File: src/rtl/servo_pkg.sv
// Shared constants and state type for the servo ramp controller and its drive.
package servo_pkg;

  localparam int PERIOD_CYCLES_DEF = 10;
  localparam int MIN_PULSE_DEF     = 1;
  localparam int MAX_PULSE_DEF     = 9;
  localparam int STEP_DEF          = 2;
  localparam int RESET_PULSE_DEF   = 5;

  // The downstream drive's total frame time is the PWM period, by construction.
  localparam int DRIVE_TOTAL_TIME  = PERIOD_CYCLES_DEF;

  typedef enum logic {
    IDLE = 1'b0,
    RAMP = 1'b1
  } servo_state_e;

  function automatic logic [31:0] clamp_pulse(input logic [31:0] req,
                                              input logic [31:0] lo,
                                              input logic [31:0] hi);
    if (req < lo) return lo;
    if (req > hi) return hi;
    return req;
  endfunction

endpackage

File: src/rtl/servo_ramp_ctrl_if.sv
// Command handshake into the servo ramp controller.
// valid/ready: a command transfers on a rising edge where cmd_valid and cmd_ready are both high;
// while cmd_valid is high and cmd_ready low the source holds cmd_pulse unchanged.
interface servo_ramp_ctrl_if;
  logic        cmd_valid;
  logic [31:0] cmd_pulse;
  logic        cmd_ready;

  modport master (output cmd_valid, output cmd_pulse, input cmd_ready);
  modport slave  (input cmd_valid, input cmd_pulse, output cmd_ready);
endinterface

File: src/rtl/servo_period_timer.sv
// Free-running PWM period counter; period_tick marks the last clock of each period.
module servo_period_timer #(
  parameter int  PERIOD_CYCLES = servo_pkg::PERIOD_CYCLES_DEF,
  localparam int CW            = (PERIOD_CYCLES > 1) ? $clog2(PERIOD_CYCLES) : 1
) (
  input  logic          clock_clk,
  input  logic          reset_low,
  output logic [CW-1:0] count,
  output logic          period_tick
);

  localparam logic [CW-1:0] LAST = CW'(PERIOD_CYCLES - 1);

  always_ff @(posedge clock_clk or negedge reset_low) begin
    if (!reset_low) begin
      count <= '0;
    end else if (count == LAST) begin
      count <= '0;
    end else begin
      count <= count + CW'(1);
    end
  end

  assign period_tick = (count == LAST);

endmodule

File: src/rtl/servo_ramp_ctrl.sv
// Rate-limited servo pulse-width controller: accepts clamped targets through a one-entry
// pending slot and slews pulse_time by at most STEP per PWM period, only at period boundaries.
module servo_ramp_ctrl
  import servo_pkg::*;
#(
  parameter int  PERIOD_CYCLES = PERIOD_CYCLES_DEF,
  parameter int  MIN_PULSE     = MIN_PULSE_DEF,
  parameter int  MAX_PULSE     = MAX_PULSE_DEF,
  parameter int  STEP          = STEP_DEF,
  parameter int  RESET_PULSE   = RESET_PULSE_DEF,
  localparam int CW            = (PERIOD_CYCLES > 1) ? $clog2(PERIOD_CYCLES) : 1
) (
  input  logic                    clock_clk,
  input  logic                    reset_low,
  servo_ramp_ctrl_if.slave        cmd,
  output logic [31:0]             pulse_time,
  output logic                    period_tick,
  output logic                    at_target,
  output servo_state_e            state_dbg,
  output logic [CW-1:0]           count_dbg
);

  localparam logic [32:0] STEP33  = 33'(STEP);
  localparam logic [31:0] STEP32  = 32'(STEP);
  localparam logic [31:0] MIN32   = 32'(MIN_PULSE);
  localparam logic [31:0] MAX32   = 32'(MAX_PULSE);
  localparam logic [31:0] RESET32 = 32'(RESET_PULSE);

  servo_state_e state_q, state_d;
  logic [31:0]  pulse_q, pulse_d;
  logic [31:0]  target_q, target_d;
  logic [31:0]  pend_val_q, pend_val_d;
  logic         pend_full_q, pend_full_d;
  logic         accept;
  logic [32:0]  pulse_w, target_w, up_sum, down_gap;
  logic [31:0]  stepped;

  servo_period_timer #(.PERIOD_CYCLES(PERIOD_CYCLES)) u_timer (
    .clock_clk   (clock_clk),
    .reset_low   (reset_low),
    .count       (count_dbg),
    .period_tick (period_tick)
  );

  assign cmd.cmd_ready = !pend_full_q;
  assign accept        = cmd.cmd_valid && !pend_full_q;

  // 33-bit view so pulse+STEP cannot wrap when comparing against the target.
  assign pulse_w  = {1'b0, pulse_q};
  assign target_w = {1'b0, target_q};
  assign up_sum   = pulse_w + STEP33;
  assign down_gap = pulse_w - target_w;

  always_comb begin
    stepped = pulse_q;
    if (pulse_w < target_w) begin
      stepped = (up_sum >= target_w) ? target_q : up_sum[31:0];
    end else if (pulse_w > target_w) begin
      stepped = (down_gap <= STEP33) ? target_q : (pulse_q - STEP32);
    end
  end

  // Stepping uses the target held before this tick; a promotion lands one period later.
  always_comb begin
    state_d     = state_q;
    pulse_d     = pulse_q;
    target_d    = target_q;
    pend_full_d = pend_full_q;
    pend_val_d  = pend_val_q;
    if (accept) begin
      pend_full_d = 1'b1;
      pend_val_d  = clamp_pulse(cmd.cmd_pulse, MIN32, MAX32);
    end
    if (period_tick) begin
      pulse_d = stepped;
      if (pend_full_q) begin
        target_d    = pend_val_q;
        pend_full_d = 1'b0;
      end
      if (state_q == IDLE) begin
        if (target_d != pulse_d) state_d = RAMP;
      end else begin
        if (target_d == pulse_d) state_d = IDLE;
      end
    end
  end

  always_ff @(posedge clock_clk or negedge reset_low) begin
    if (!reset_low) begin
      state_q     <= IDLE;
      pulse_q     <= RESET32;
      target_q    <= RESET32;
      pend_full_q <= 1'b0;
      pend_val_q  <= RESET32;
    end else begin
      state_q     <= state_d;
      pulse_q     <= pulse_d;
      target_q    <= target_d;
      pend_full_q <= pend_full_d;
      pend_val_q  <= pend_val_d;
    end
  end

  assign pulse_time = pulse_q;
  assign at_target  = (state_q == IDLE) && !pend_full_q;
  assign state_dbg  = state_q;

endmodule

File: src/flat_wrapper.sv
// flat-port wrapper written by rule: the top's interface ports become plain ports
module servo_ramp_ctrl_flat import servo_pkg::*;
#(
  parameter int  PERIOD_CYCLES = PERIOD_CYCLES_DEF,
  parameter int  MIN_PULSE     = MIN_PULSE_DEF,
  parameter int  MAX_PULSE     = MAX_PULSE_DEF,
  parameter int  STEP          = STEP_DEF,
  parameter int  RESET_PULSE   = RESET_PULSE_DEF,
  localparam int CW            = (PERIOD_CYCLES > 1) ? $clog2(PERIOD_CYCLES) : 1
)
  (clock_clk, reset_low, pulse_time, period_tick, at_target, state_dbg, count_dbg, cmd_cmd_valid, cmd_cmd_pulse, cmd_cmd_ready);
  servo_ramp_ctrl_if cmd_i ();
  input  logic clock_clk;
  input  logic reset_low;
  output logic [31:0] pulse_time;
  output logic period_tick;
  output logic at_target;
  output servo_state_e state_dbg;
  output logic [CW-1:0] count_dbg;
  input wire logic [$bits(cmd_i.cmd_valid)-1:0] cmd_cmd_valid;
  input wire logic [$bits(cmd_i.cmd_pulse)-1:0] cmd_cmd_pulse;
  output wire logic [$bits(cmd_i.cmd_ready)-1:0] cmd_cmd_ready;
  assign cmd_i.cmd_valid = cmd_cmd_valid;
  assign cmd_i.cmd_pulse = cmd_cmd_pulse;
  assign cmd_cmd_ready = cmd_i.cmd_ready;
  servo_ramp_ctrl #(.PERIOD_CYCLES(PERIOD_CYCLES), .MIN_PULSE(MIN_PULSE), .MAX_PULSE(MAX_PULSE), .STEP(STEP), .RESET_PULSE(RESET_PULSE)) u_core (.clock_clk(clock_clk), .reset_low(reset_low), .cmd(cmd_i), .pulse_time(pulse_time), .period_tick(period_tick), .at_target(at_target), .state_dbg(state_dbg), .count_dbg(count_dbg));
endmodule
File: config.mk
export PLATFORM = sky130hd
export DESIGN_NAME = servo_ramp_ctrl_flat
export DESIGN_NICKNAME = d
export VERILOG_FILES = /design/src/rtl/servo_pkg.sv /design/src/rtl/servo_ramp_ctrl_if.sv /design/src/rtl/servo_period_timer.sv /design/src/rtl/servo_ramp_ctrl.sv /design/src/flat_wrapper.sv
export SDC_FILE = /design/constraint.sdc
export NUM_CORES = 1
export LEC_CHECK = 0
export ABC_CLOCK_PERIOD_IN_PS = 6650
export BUFFER_PORTS_ARGS = -buffer_cell sky130_fd_sc_hd__buf_2
export CAP_MARGIN = 20
export CELL_PAD_IN_SITES_DETAIL_PLACEMENT = 1
export CELL_PAD_IN_SITES_GLOBAL_PLACEMENT = 2
export CORE_MARGIN = 4
export CORE_UTILIZATION = 35
export DETAILED_ROUTE_END_ITERATION = 8
export PLACE_DENSITY_LB_ADDON = 0.05
export SKIP_CTS_REPAIR_TIMING = 1
export SYNTH_ARGS = -nofsm -noshare
export SYNTH_HDL_FRONTEND = slang
export SYNTH_SLANG_ARGS = --single-unit
File: constraint.sdc
create_clock -name clock_clk -period 6.65 [get_ports clock_clk]
set_input_delay 0.3325 -clock clock_clk [delete_from_list [all_inputs] [get_ports clock_clk]]
set_output_delay 0.3325 -clock clock_clk [all_outputs]
set_load 0.01 [all_outputs]
==> impl_metrics.env <==
export IMPL_period_minus_slack_ns=6.436
export IMPL_finalMaxSlewViolations=0
export IMPL_slowest_stage="dfstp_2"
export IMPL_crit_path_max_fanout=12
export IMPL_reg2reg_slack_ns=0.21
export IMPL_grt_pass1_wl_um=76420
export IMPL_place_ws_ns=-0.1616
export IMPL_async_flop_share_pct=100.0
export IMPL_cts_tree="done"
export IMPL_cts_reportedPaths_clkPinSlew_ns=0.08
export IMPL_worst_pin_slew_ns=0.9993
export IMPL_start_util_pct=35.56
export IMPL_yosysSeqAreaShare_pct=23.53
export IMPL_drtPass1Iterations=6
export IMPL_drive_gt1_share_pct=16.48
export IMPL_grtUsageTotal_pct=29.81
export IMPL_p_leak_nw=5.395
export IMPL_maxCapViolCount=0
export IMPL_die_x_um=184.3
export IMPL_synth_area_per_cell_um2=7.748
export IMPL_path_depth=21
export IMPL_synth_seq_cells=102
export IMPL_status="finished clean"
export IMPL_finalSetupTns_ns=0
export IMPL_drtAntennaViolNets=0
export IMPL_drt_iter0_markers=976
export IMPL_r2r_start="u_core.pulse_time[2]$_DFFE_PN1P_"
export IMPL_hold_ws_ns=0.2248
export IMPL_yosys_top_cells_area="dfrtp_1, ha_1, nand2_1, xnor2_1, o21ai_0"
export IMPL_core_rowCount=64
export IMPL_cts_buffers=9
export IMPL_drcViolationCount=0
export IMPL_cts_sinks=102
export IMPL_path_cells="nand2_1 > and4b_1 > and2_1 > nand4_1 > xnor2_1 > ha_1 > nor2_1 > o21ai_0 > a211oi_1 > o2bb2ai_1 > a221oi_4 > buf_12 > mux2_2 > xnor2_1 > o2111ai_1 > or4_1 > a211oi_1 > nand4_1 > or4_1 > nor4_1 > a41oi_1"
export IMPL_period_share_pct=96.79
export IMPL_critPathKind="reg -> reg"
export IMPL_hp_class="in -> reg"
export IMPL_synth_top_flop_cell="dfrtp_1"
export IMPL_critPathCapture="u_core.state_dbg$_DFFE_PN0P_"
export IMPL_fillers=3752
export IMPL_synth_common_cells="nand2_1, nor2_1, dfrtp_1"
export IMPL_max_clock_freq_ghz=0.1554
export IMPL_vias_per_cell=6.217
export IMPL_clkLatencyLatePin_ns=0.38
export IMPL_antenna_found_initial=0
export IMPL_crit_buf_inv=1
export IMPL_power_per_cell_area_nw_per_um2=532.5
export IMPL_grt_ovfl_total=0
export IMPL_dp_cells=1857
export IMPL_die_area_um2=33960
export IMPL_r2r_cells=21
export IMPL_synth_most_common_cell="nand2_1"
export IMPL_setup_ws_ns=0.2135
export IMPL_setup_viol=0
export IMPL_required_ns=6.88
export IMPL_clock_skew_ns=0.01274
export IMPL_die_y_um=184.3
export IMPL_avgRoutedWirePerCell_um=27.27
export IMPL_synth_top_area_share_pct=22.08
export IMPL_max_vdd_ir_drop_v=0.0002039
export IMPL_io_buffers=74
export IMPL_critPathLaunchType="register"
export IMPL_r2r_end="u_core.state_dbg$_DFFE_PN0P_"
export IMPL_grt_max_degree=65
export IMPL_clk_path_buf_depth=2
export IMPL_gp_congestion=0.9854
export IMPL_syn_to_final_growth_pct=13.69
export IMPL_final_cells=1877
export IMPL_hold_viol=0
export IMPL_yosys_area_top_type="dfrtp_1"
export IMPL_clockRootBuffer="clkbuf_16"
export IMPL_ioPinCount=75
export IMPL_synth_edf_count=0
export IMPL_yosys_warnings=0
export IMPL_vias=11670
export IMPL_grt_pass1_vias=11940
export IMPL_num_antenna_cells=0
export IMPL_critPathCaptureType="register"
export IMPL_slowest_delay_ns=0.66
export IMPL_routed_wl_um=51180
export IMPL_finalPower_mw=6.586
export IMPL_rsz0062_at_grt="false"
export IMPL_post_dp_hpwl_um=40670
export IMPL_fp_coreArea_um2=30590
export IMPL_cp_startpoint="u_core.pulse_time[2]$_DFFE_PN1P_"
export IMPL_path_delay_family="simple AND/OR/NAND/NOR gates"
export IMPL_h_tree_depth=3
export IMPL_syn_num_nets=1505
export IMPL_critPathArrivalTime_ns=6.67
export IMPL_relSlewSlack_pct=32.93
export IMPL_nets=1577
export IMPL_synthCells=1404
export IMPL_synth_cell_area_um2=10880
export IMPL_synth_cell_types=90
kinds of logic after synthesis:
group                      synth area share, %
adders and majority gates                7.660
buffers and inverters                    5.878
and+or+nand+nor                          24.83
AOI/OAI and AO/OA                        24.45
DFF                                      23.53
xor gates and xnor gates                 6.522
muxes                                    7.120
where the power goes:
part	switching, mW	total, mW	internal, mW
clock network	0.274	0.621	0.347
registers	0.168	0.889	0.721
logic	3.23	5.08	1.85
total	3.67	6.59	2.92
final cells by class:
cell class / instances / area, um2 / share of cell area [%]
multi-input cells: 1143 / 7737 / 62.57
flip-flops and latches: 102 / 2561 / 20.71
repair buffers: 154 / 988.4 / 7.993
well taps: 396 / 495.5 / 4.006
inverters: 66 / 247.7 / 2.003
clock buffers: 10 / 239.0 / 1.932
clock inverters: 6 / 97.59 / 0.7892
flip-flops by register name (all words and copies together) (netlist names):
signal	count
u_core.pend_val_q	32
u_core.pulse_time	32
u_core.target_q	32
u_core.u_timer.count	4
u_core.pend_full_q	1
u_core.state_dbg	1
worst min path at each step:
stage	slack, ns	start	end	depth (start not counted)
after floorplan	0.04	reset_low	u_core.pend_full_q$_DFF_PN0_	0
after CTS	-0.04	reset_low	u_core.target_q[4]$_DFFE_PN0P_	1
final	0.22	cmd_cmd_pulse[0]	u_core.pend_val_q[0]$_DFFE_PN1P_	3
after global placement	0.35	reset_low	u_core.u_timer.count[2]$_DFF_PN0_	1
after global routing	0.24	cmd_cmd_pulse[2]	u_core.pend_val_q[2]$_DFFE_PN1P_	2
after detailed placement	0.35	reset_low	u_core.u_timer.count[2]$_DFF_PN0_	1
worst register-to-register path, cell delays in order (launching register included):
cell,delay [ns]
dfstp_2,0.66
nand2_1,0.12
and4b_1,0.40
and2_1,0.26
nand4_1,0.13
xnor2_1,0.21
ha_1,0.32
nor2_1,0.13
o21ai_0,0.08
a211oi_1,0.63
o2bb2ai_1,0.33
a221oi_4,0.37
buf_12,0.19
mux2_2,0.37
xnor2_1,0.15
o2111ai_1,0.12
or4_1,0.54
a211oi_1,0.33
nand4_1,0.13
or4_1,0.44
nor4_1,0.25
a41oi_1,0.14
metal layers:
metal / GRT usage [%] / vias up / share of wire [%]
met3: 3.750 / 91 / 5.8
met4: 10.91 / 0 / 3.9
li1: - / 5330 / -
met2: 47.14 / 436 / 44
met5: 0 / - / 0
met1: 41.82 / 5812 / 46
cells in the final DEF (no fill, tap or decap), types with 15 or more instances in the layout:
cell      synthesis  layout
nand2_1         155     155
nor2_1          112     112
dfrtp_1          96      95
o21ai_0          91      91
a21oi_1          80      80
buf_4             0      79
buf_2            13      73
inv_1            65      65
ha_1             65      65
xnor2_1          56      56
nand4_1          45      45
nand3_1          43      43
mux2i_1          38      38
mux2_2           35      35
nor2b_1          33      32
nor3_1           33      32
xor2_1           25      25
nor4_1           20      20
o211ai_1         19      19
o21a_1           18      18
a211oi_1         17      17
a31oi_1          15      15
stage by stage:
stage | instance area, um2 | utilization [%]
5_1_grt | 12370 | 40.43
3_5_place_dp | 11980 | 39.16
6_report | 12370 | 40.43
2_1_floorplan | 10880 | -
3_3_place_gp | 11980 | 39.16
4_1_cts | 12310 | 40.26
No activity file was read; power rests on OpenSTA's default activity.
